File: config.mk
export PLATFORM = sky130hd
export DESIGN_NAME = pe_dc_sched
export DESIGN_NICKNAME = d
export VERILOG_FILES = /design/src/rtl/pe_dc_pkg.sv /design/src/rtl/pe_dc_loop_cnt.sv /design/src/rtl/pe_dc_sched.sv
export SDC_FILE = /design/constraint.sdc
export NUM_CORES = 1
export LEC_CHECK = 0
export CORE_AREA = 5 5 58 60
export CTS_CLUSTER_DIAMETER = 120
export CTS_CLUSTER_SIZE = 14
export DETAILED_ROUTE_END_ITERATION = 10
export DIE_AREA = 0 0 63 65
export PLACE_DENSITY = 0.81
export SYNTH_ARGS = -nofsm -noshare
export SYNTH_HDL_FRONTEND = slang
export SYNTH_SLANG_ARGS = --single-unit
File: constraint.sdc
create_clock -name clk -period 4.7 [get_ports clk]
set_clock_uncertainty 0.15 [all_clocks]
set_input_delay 0.705 -clock clk [delete_from_list [all_inputs] [get_ports clk]]
set_output_delay 0.705 -clock clk [all_outputs]
set_load 0.1 [all_outputs]
File: src/rtl/pe_dc_pkg.sv
// pe_dc_pkg: shared state encoding, latency counter width and width helper for pe_dc_sched
package pe_dc_pkg;
    localparam int LAT_W = 3;
    typedef enum logic [2:0] {IDLE, LOAD_W, WAIT_W, REQ_WIN, WAIT_WIN, EXEC, EMIT, FIN} pe_dc_state_t;
    function automatic int clog2_min1(input int n);
        return (n < 2) ? 1 : $clog2(n);
    endfunction
endpackage

File: src/rtl/pe_dc_loop_cnt.sv
// pe_dc_loop_cnt: nested position counter, column innermost, then row, then kernel
module pe_dc_loop_cnt
    import pe_dc_pkg::*;
#(
    parameter int OW = 4,
    parameter int OH = 4,
    parameter int N_KERNEL = 8,
    parameter int CW = clog2_min1(OW),
    parameter int RW = clog2_min1(OH),
    parameter int KW = clog2_min1(N_KERNEL)
) (
    input  logic          clk,
    input  logic          rst,
    input  logic          clr,
    input  logic          inc,
    output logic [CW-1:0] c,
    output logic [RW-1:0] r,
    output logic [KW-1:0] k,
    output logic          wrap_c,
    output logic          wrap_r,
    output logic          last
);
    logic [CW-1:0] c_q, c_d;
    logic [RW-1:0] r_q, r_d;
    logic [KW-1:0] k_q, k_d;
    always_comb begin
        wrap_c = c_q == CW'(OW - 1);
        wrap_r = r_q == RW'(OH - 1);
        last = wrap_c && wrap_r && (k_q == KW'(N_KERNEL - 1));
        c_d = clr ? '0 : !inc ? c_q : wrap_c ? '0 : c_q + 1'b1;
        r_d = clr ? '0 : !(inc && wrap_c) ? r_q : wrap_r ? '0 : r_q + 1'b1;
        k_d = clr ? '0 : !(inc && wrap_c && wrap_r) ? k_q : last ? '0 : k_q + 1'b1;
    end
    always_ff @(posedge clk) begin
        if (rst) begin
            c_q <= '0;
            r_q <= '0;
            k_q <= '0;
        end else begin
            c_q <= c_d;
            r_q <= r_d;
            k_q <= k_d;
        end
    end
    assign c = c_q;
    assign r = r_q;
    assign k = k_q;
endmodule

File: src/rtl/pe_dc_sched.sv
// pe_dc_sched: per-kernel weight load and per-position window/PE/emit sequencer for one binary-conv PE
module pe_dc_sched
    import pe_dc_pkg::*;
#(
    parameter int OH = 4,
    parameter int OW = 4,
    parameter int N_KERNEL = 8,
    parameter int POOL_H = 2,
    parameter int POOL_W = 2,
    parameter int PE_LAT = 1,
    localparam int OUT_WIDTH = POOL_H * POOL_W,
    localparam int PINDEX_WIDTH = clog2_min1(POOL_H * POOL_W),
    localparam int RW = clog2_min1(OH),
    localparam int CW = clog2_min1(OW),
    localparam int KW = clog2_min1(N_KERNEL)
) (
    input  logic                    clk,
    input  logic                    rst,
    input  logic                    start,
    output logic                    busy,
    output logic                    done,
    output logic                    wgt_req,
    output logic [KW-1:0]           wgt_k,
    input  logic                    wgt_valid,
    output logic                    win_req,
    output logic [RW-1:0]           win_row,
    output logic [CW-1:0]           win_col,
    input  logic                    win_valid,
    input  logic [PINDEX_WIDTH-1:0] win_pindex,
    output logic [PINDEX_WIDTH-1:0] pe_pindex,
    output logic                    pe_en,
    input  logic [OUT_WIDTH-1:0]    pe_out,
    output logic                    out_valid,
    input  logic                    out_ready,
    output logic [OUT_WIDTH-1:0]    out_data,
    output logic [KW-1:0]           out_k,
    output logic [RW-1:0]           out_row,
    output logic [CW-1:0]           out_col
);
    pe_dc_state_t state_q, state_d;
    logic busy_q, busy_d;
    logic [PINDEX_WIDTH-1:0] pe_pindex_q, pe_pindex_d;
    logic [LAT_W-1:0] lat_q, lat_d;
    logic [OUT_WIDTH-1:0] out_data_q, out_data_d;
    logic [KW-1:0] out_k_q, out_k_d, k;
    logic [RW-1:0] out_row_q, out_row_d, r;
    logic [CW-1:0] out_col_q, out_col_d, c;
    logic cnt_clr, cnt_inc, wrap_c, wrap_r, last;

    pe_dc_loop_cnt #(
        .OW(OW), .OH(OH), .N_KERNEL(N_KERNEL), .CW(CW), .RW(RW), .KW(KW)
    ) u_cnt (
        .clk(clk), .rst(rst), .clr(cnt_clr), .inc(cnt_inc),
        .c(c), .r(r), .k(k), .wrap_c(wrap_c), .wrap_r(wrap_r), .last(last)
    );

    always_comb begin
        state_d = state_q;
        busy_d = busy_q;
        pe_pindex_d = pe_pindex_q;
        lat_d = lat_q;
        out_data_d = out_data_q;
        out_k_d = out_k_q;
        out_row_d = out_row_q;
        out_col_d = out_col_q;
        cnt_clr = 1'b0;
        cnt_inc = 1'b0;
        case (state_q)
            IDLE: if (start) begin
                state_d = LOAD_W;
                busy_d = 1'b1;
                cnt_clr = 1'b1;
            end
            LOAD_W: state_d = WAIT_W;
            WAIT_W: state_d = wgt_valid ? REQ_WIN : WAIT_W;
            REQ_WIN: state_d = WAIT_WIN;
            WAIT_WIN: if (win_valid) begin
                state_d = EXEC;
                pe_pindex_d = win_pindex;
                lat_d = LAT_W'(PE_LAT);
            end
            // a zero count means pe_out now reflects the window captured at pe_en
            EXEC: if (lat_q == '0) begin
                state_d = EMIT;
                out_data_d = pe_out;
                out_k_d = k;
                out_row_d = r;
                out_col_d = c;
            end else begin
                lat_d = lat_q - 1'b1;
            end
            EMIT: if (out_ready) begin
                cnt_inc = 1'b1;
                state_d = last ? FIN : (wrap_c && wrap_r) ? LOAD_W : REQ_WIN;
            end
            FIN: begin
                state_d = IDLE;
                busy_d = 1'b0;
            end
            default: state_d = IDLE;
        endcase
    end

    always_ff @(posedge clk) begin
        if (rst) begin
            state_q <= IDLE;
            busy_q <= 1'b0;
            pe_pindex_q <= '0;
            lat_q <= '0;
            out_data_q <= '0;
            out_k_q <= '0;
            out_row_q <= '0;
            out_col_q <= '0;
        end else begin
            state_q <= state_d;
            busy_q <= busy_d;
            pe_pindex_q <= pe_pindex_d;
            lat_q <= lat_d;
            out_data_q <= out_data_d;
            out_k_q <= out_k_d;
            out_row_q <= out_row_d;
            out_col_q <= out_col_d;
        end
    end

    assign busy = busy_q;
    assign done = state_q == FIN;
    assign wgt_req = state_q == LOAD_W;
    assign wgt_k = k;
    assign win_req = state_q == REQ_WIN;
    assign win_row = r;
    assign win_col = c;
    assign pe_pindex = pe_pindex_q;
    assign pe_en = (state_q == WAIT_WIN) && win_valid;
    assign out_valid = state_q == EMIT;
    assign out_data = out_data_q;
    assign out_k = out_k_q;
    assign out_row = out_row_q;
    assign out_col = out_col_q;
endmodule

==> results by stage <==
CTS:
- The number of setup buffers added after CTS is 0.
- The number of buffers added by the clock tree synthesis step is 3.
- No sink is reached through more buffers than the 2 on the longest clock path.
- TritonCTS built the clock tree.
- For the worst-skew pair, the clock arrives at the later sink with an insertion delay of 320 ps.
- The clock tree root buffer cell is clkbuf_4.
- Buffers inserted to repair hold after CTS numbered 0.
- The clock net in this run drives a total of 27 sinks.
- The post-CTS clock slew at the launch and capture registers of the worst setup and hold paths is around 150 ps.
- In this run, post-CTS repair resized a total of 0 instances.
- In this run the number of H-tree levels came out at 1.

Placement:
- The placed instances occupy a cell area of 1690 um^2.
- The cell count after placement is about 210.
- The count of buffers added on input and output ports is 37.
- The HPWL after detailed placement is 2260 um.
- The final RePlAce weighted congestion is 0.899.
- The worst setup slack before clock tree synthesis is around 1800 ps.

Floorplan:
- The number of primary I/O pins is 38.
- The die span in x is approximately 63 um.
- The floorplan has 20 rows.
- The die covers slightly above 4000 um^2.
- The total area inside the core boundary comes to ~2900 um^2.
- Once the floorplan was initialized, standard cells occupied a little under half of the core.
- From bottom edge to top edge, the die measures around 65 um.

Timing:
- The final-report hold violation count is 0.
- The headroom to the max-slew limit is about a third.
- The worst hold-check slack is ~330 ps.
- For the pin with the worst max-slew slack, the measured transition is ~980 ps.
- For this run, the top clock speed supported by timing is between 200 and 300 MHz.
- In the finished design, the share of the clock period the worst path needs comes to 71.0%.
- Setup repair after global routing left no endpoint under its margin.
- Setup total negative slack on the finished layout was measured at 0 ps.
- The final-report max-slew violation count was 0.
- The time the worst path needs with I/O delays and setup is roughly 3300 ps.
- The number of failing setup endpoints in the final timing report is 0.
- The worst path meets setup with 1360 ps of slack.

Synthesis:
- The synthesized instance count is about 150.
- The number of distinct standard cells referenced by the synthesized netlist is 41.
- The synthesized design contains 27 register bits.
- The number of warnings printed during yosys synthesis is 0.
- The number of flops mapped to enable cells by yosys is 0.
- The share of flip-flops with an asynchronous set or reset is 0%.
- The main flop type after synthesis is dfxtp_1.
- Sequential elements use between 40 and 50% of the synthesized area.
- The net count of the mapped netlist is roughly 170.
- Each instance of the synthesized netlist takes up on average ~8.6 um^2.
- The post-synth design cell area is 1330 um^2.

Detailed routing:
- The remaining antenna violation count after routing is 0.
- The first detailed-routing pass took 4 iterations.
- After the first detailed-routing iteration, the DRC count stood at between 40 and 50.
- The highest metal layer with signal wires is met4.
- Detailed routing placed a total of approximately 1500 um of wire on met2.
- The routed design has 3080 um of wire.
- The post-detailed-route via-to-cell ratio is about 6.
- For this block, wires on met1 add up to approximately 1400 um.
- The via count is around 1,300.
- In the routed design, unresolved DRC markers number 0.
- Dividing the detail-routed wire length by the instance count gives about 14 um.
- The met3 wire length is 191 um.

Finish:
- The final core area utilization is 59.8%.
- 0 antenna diodes ended up in the layout.
- The filler cells instantiated in the layout total around 260.
- After the last flow step, the layout net total stands at approximately 200.
- The final cell count without fillers is 218.
- Relative to the synthesized area, the layout overhead comes to 29.3%.
- In the final layout, the share of cells above drive strength 1 is under 10%.
- After routing the design area is between 1500 and 2000 um^2.

Setup path:
- The critical path required time is between 3000 and 4000 ps.
- For the worst setup path, the data arrival time is roughly 2500 ps.
- The critical path goes through inv_1 -> nor3_1 -> clkdlybuf4s50_1.
- The critical path buffer and inverter count is 2.
- The startpoint class of the critical path is a register.
- The category of the critical setup timing path is reg2out.
- The endpoint class of the critical path is an output pin.
- The critical path's slowest cell is clkdlybuf4s50_1.
- The delay of the slowest cell on the worst path is 1170 ps.
- Across all register-to-register paths, the minimum setup slack is 2680 ps.
- The largest fanout of any net on the critical path is 15.
- Grouping stages by cell kind, the critical path spends the most delay in buffers and inverters.

Power and ir drop:
- IR analysis of the VDD net gives a maximum drop of ~0.16 mV.
- The power consumption is approximately 410 uW.
- The total power per unit cell area is approximately 240 nW/um^2.
- Summed over all cells, the static leakage comes to around 0.60 nW.

Global route:
- The first-pass GRT wire length is approximately 5400 um.
- The remaining global-route overflow is 0.
- The initial antenna violation count came to 0.
- The via count of the first global-routing pass is around 1,200.
- Entering global routing, the biggest net connects 21 pins.
- Global routing used between 10% and 20% of the available tracks across all layers.

Run:
- The tool flagged a number of max-cap violations equal to 0.

Outcome:
- The flow ran to the end, and the final reports show no timing, DRC or antenna violations.

Worst hold path:
- The path type of the worst min-delay path is reg2reg.
==> cells in the final DEF (no fill, tap or decap), types with 2 or more instances in the layout <==
cell type and count:
clkdlybuf4s50_1 36, or4_1 2, o21ai_0 19, o21a_1 2, ha_1 6, mux2i_1 3, inv_1 7, a21oi_1 20
nand3_1 12, or3_1 3, nor2_1 5, and4b_1 2, nand2b_1 2, nor3_1 3, clkbuf_4 3, nand2_1 7
a211o_1 2, dfxtp_1 27
==> cell usage after synthesis, drive strengths merged (3+ instances only) <==
cell type  instances  share of area [%]
a21oi             20                7.5
ha                 6                5.6
clkbuf             5                1.4
mux2i              3                2.3
o21ai             19                7.1
nand2              7                2.0
nor2               5                1.4
dfxtp             27                 41
nand3             12                4.5
or3                4                2.3
nand2b             3                2.0
inv                7                2.0
buf                5                2.3
nor3               3                1.1
==> worst min-delay path, stage by stage, from the launching register on <==
cell and delay, ps:
dfxtp_1 350, nand2_1 60, a21oi_1 50
==> report_power, final <==
part,leakage (nW),internal (mW),switching [mW],total [mW]
clock,0.0139,0.0325,0.0687,0.101
combinational,0.366,0.0263,0.0447,0.0710
sequential,0.218,0.233,0.00902,0.242
total,0.598,0.292,0.122,0.414
==> cells by family after synthesis <==
group	after synthesis	synth area share, %
AND/OR/NAND/NOR	51	24.3
flip-flops	27	40.6
buffers and inverters	17	5.64
adder cells (fa/ha/maj)	6	5.64
multiplexers	3	2.26
AO/OA/AOI/OAI	50	21.5
==> flip-flops by register name (all words and copies together) (netlist names), 3 cells and up <==
name / cells
state_q: 3
out_k: 3
u_cnt.k: 3
lat_q: 3
out_data: 4
==> final timing paths <==
path	startpoint	end	cells after the start
max	state_q[0]	wgt_req	3
min reg2reg	busy	busy	2
max reg2reg	state_q[2]	lat_q[2]	3
min	busy	busy	2
==> routing by layer <==
layer  global-route usage, %  up-vias
met5                       0        -
met4                    3.98        0
met3                    3.99        4
met2                    27.3       40
met1                    19.2      605
li1                        -      623
==> layout make-up <==
cell class / count / area [um^2] / area share [%]
Clock inverter: 1 / 7.51 / 0.436
Tap cell: 33 / 41.3 / 2.40
Clock buffer: 3 / 22.5 / 1.31
Sequential cell: 27 / 541 / 31.4
Timing Repair Buffer: 37 / 368 / 21.4
Inverter: 7 / 26.3 / 1.53
Multi-Input combinational cell: 110 / 716 / 41.6
(Power assumes the default switching activity.)
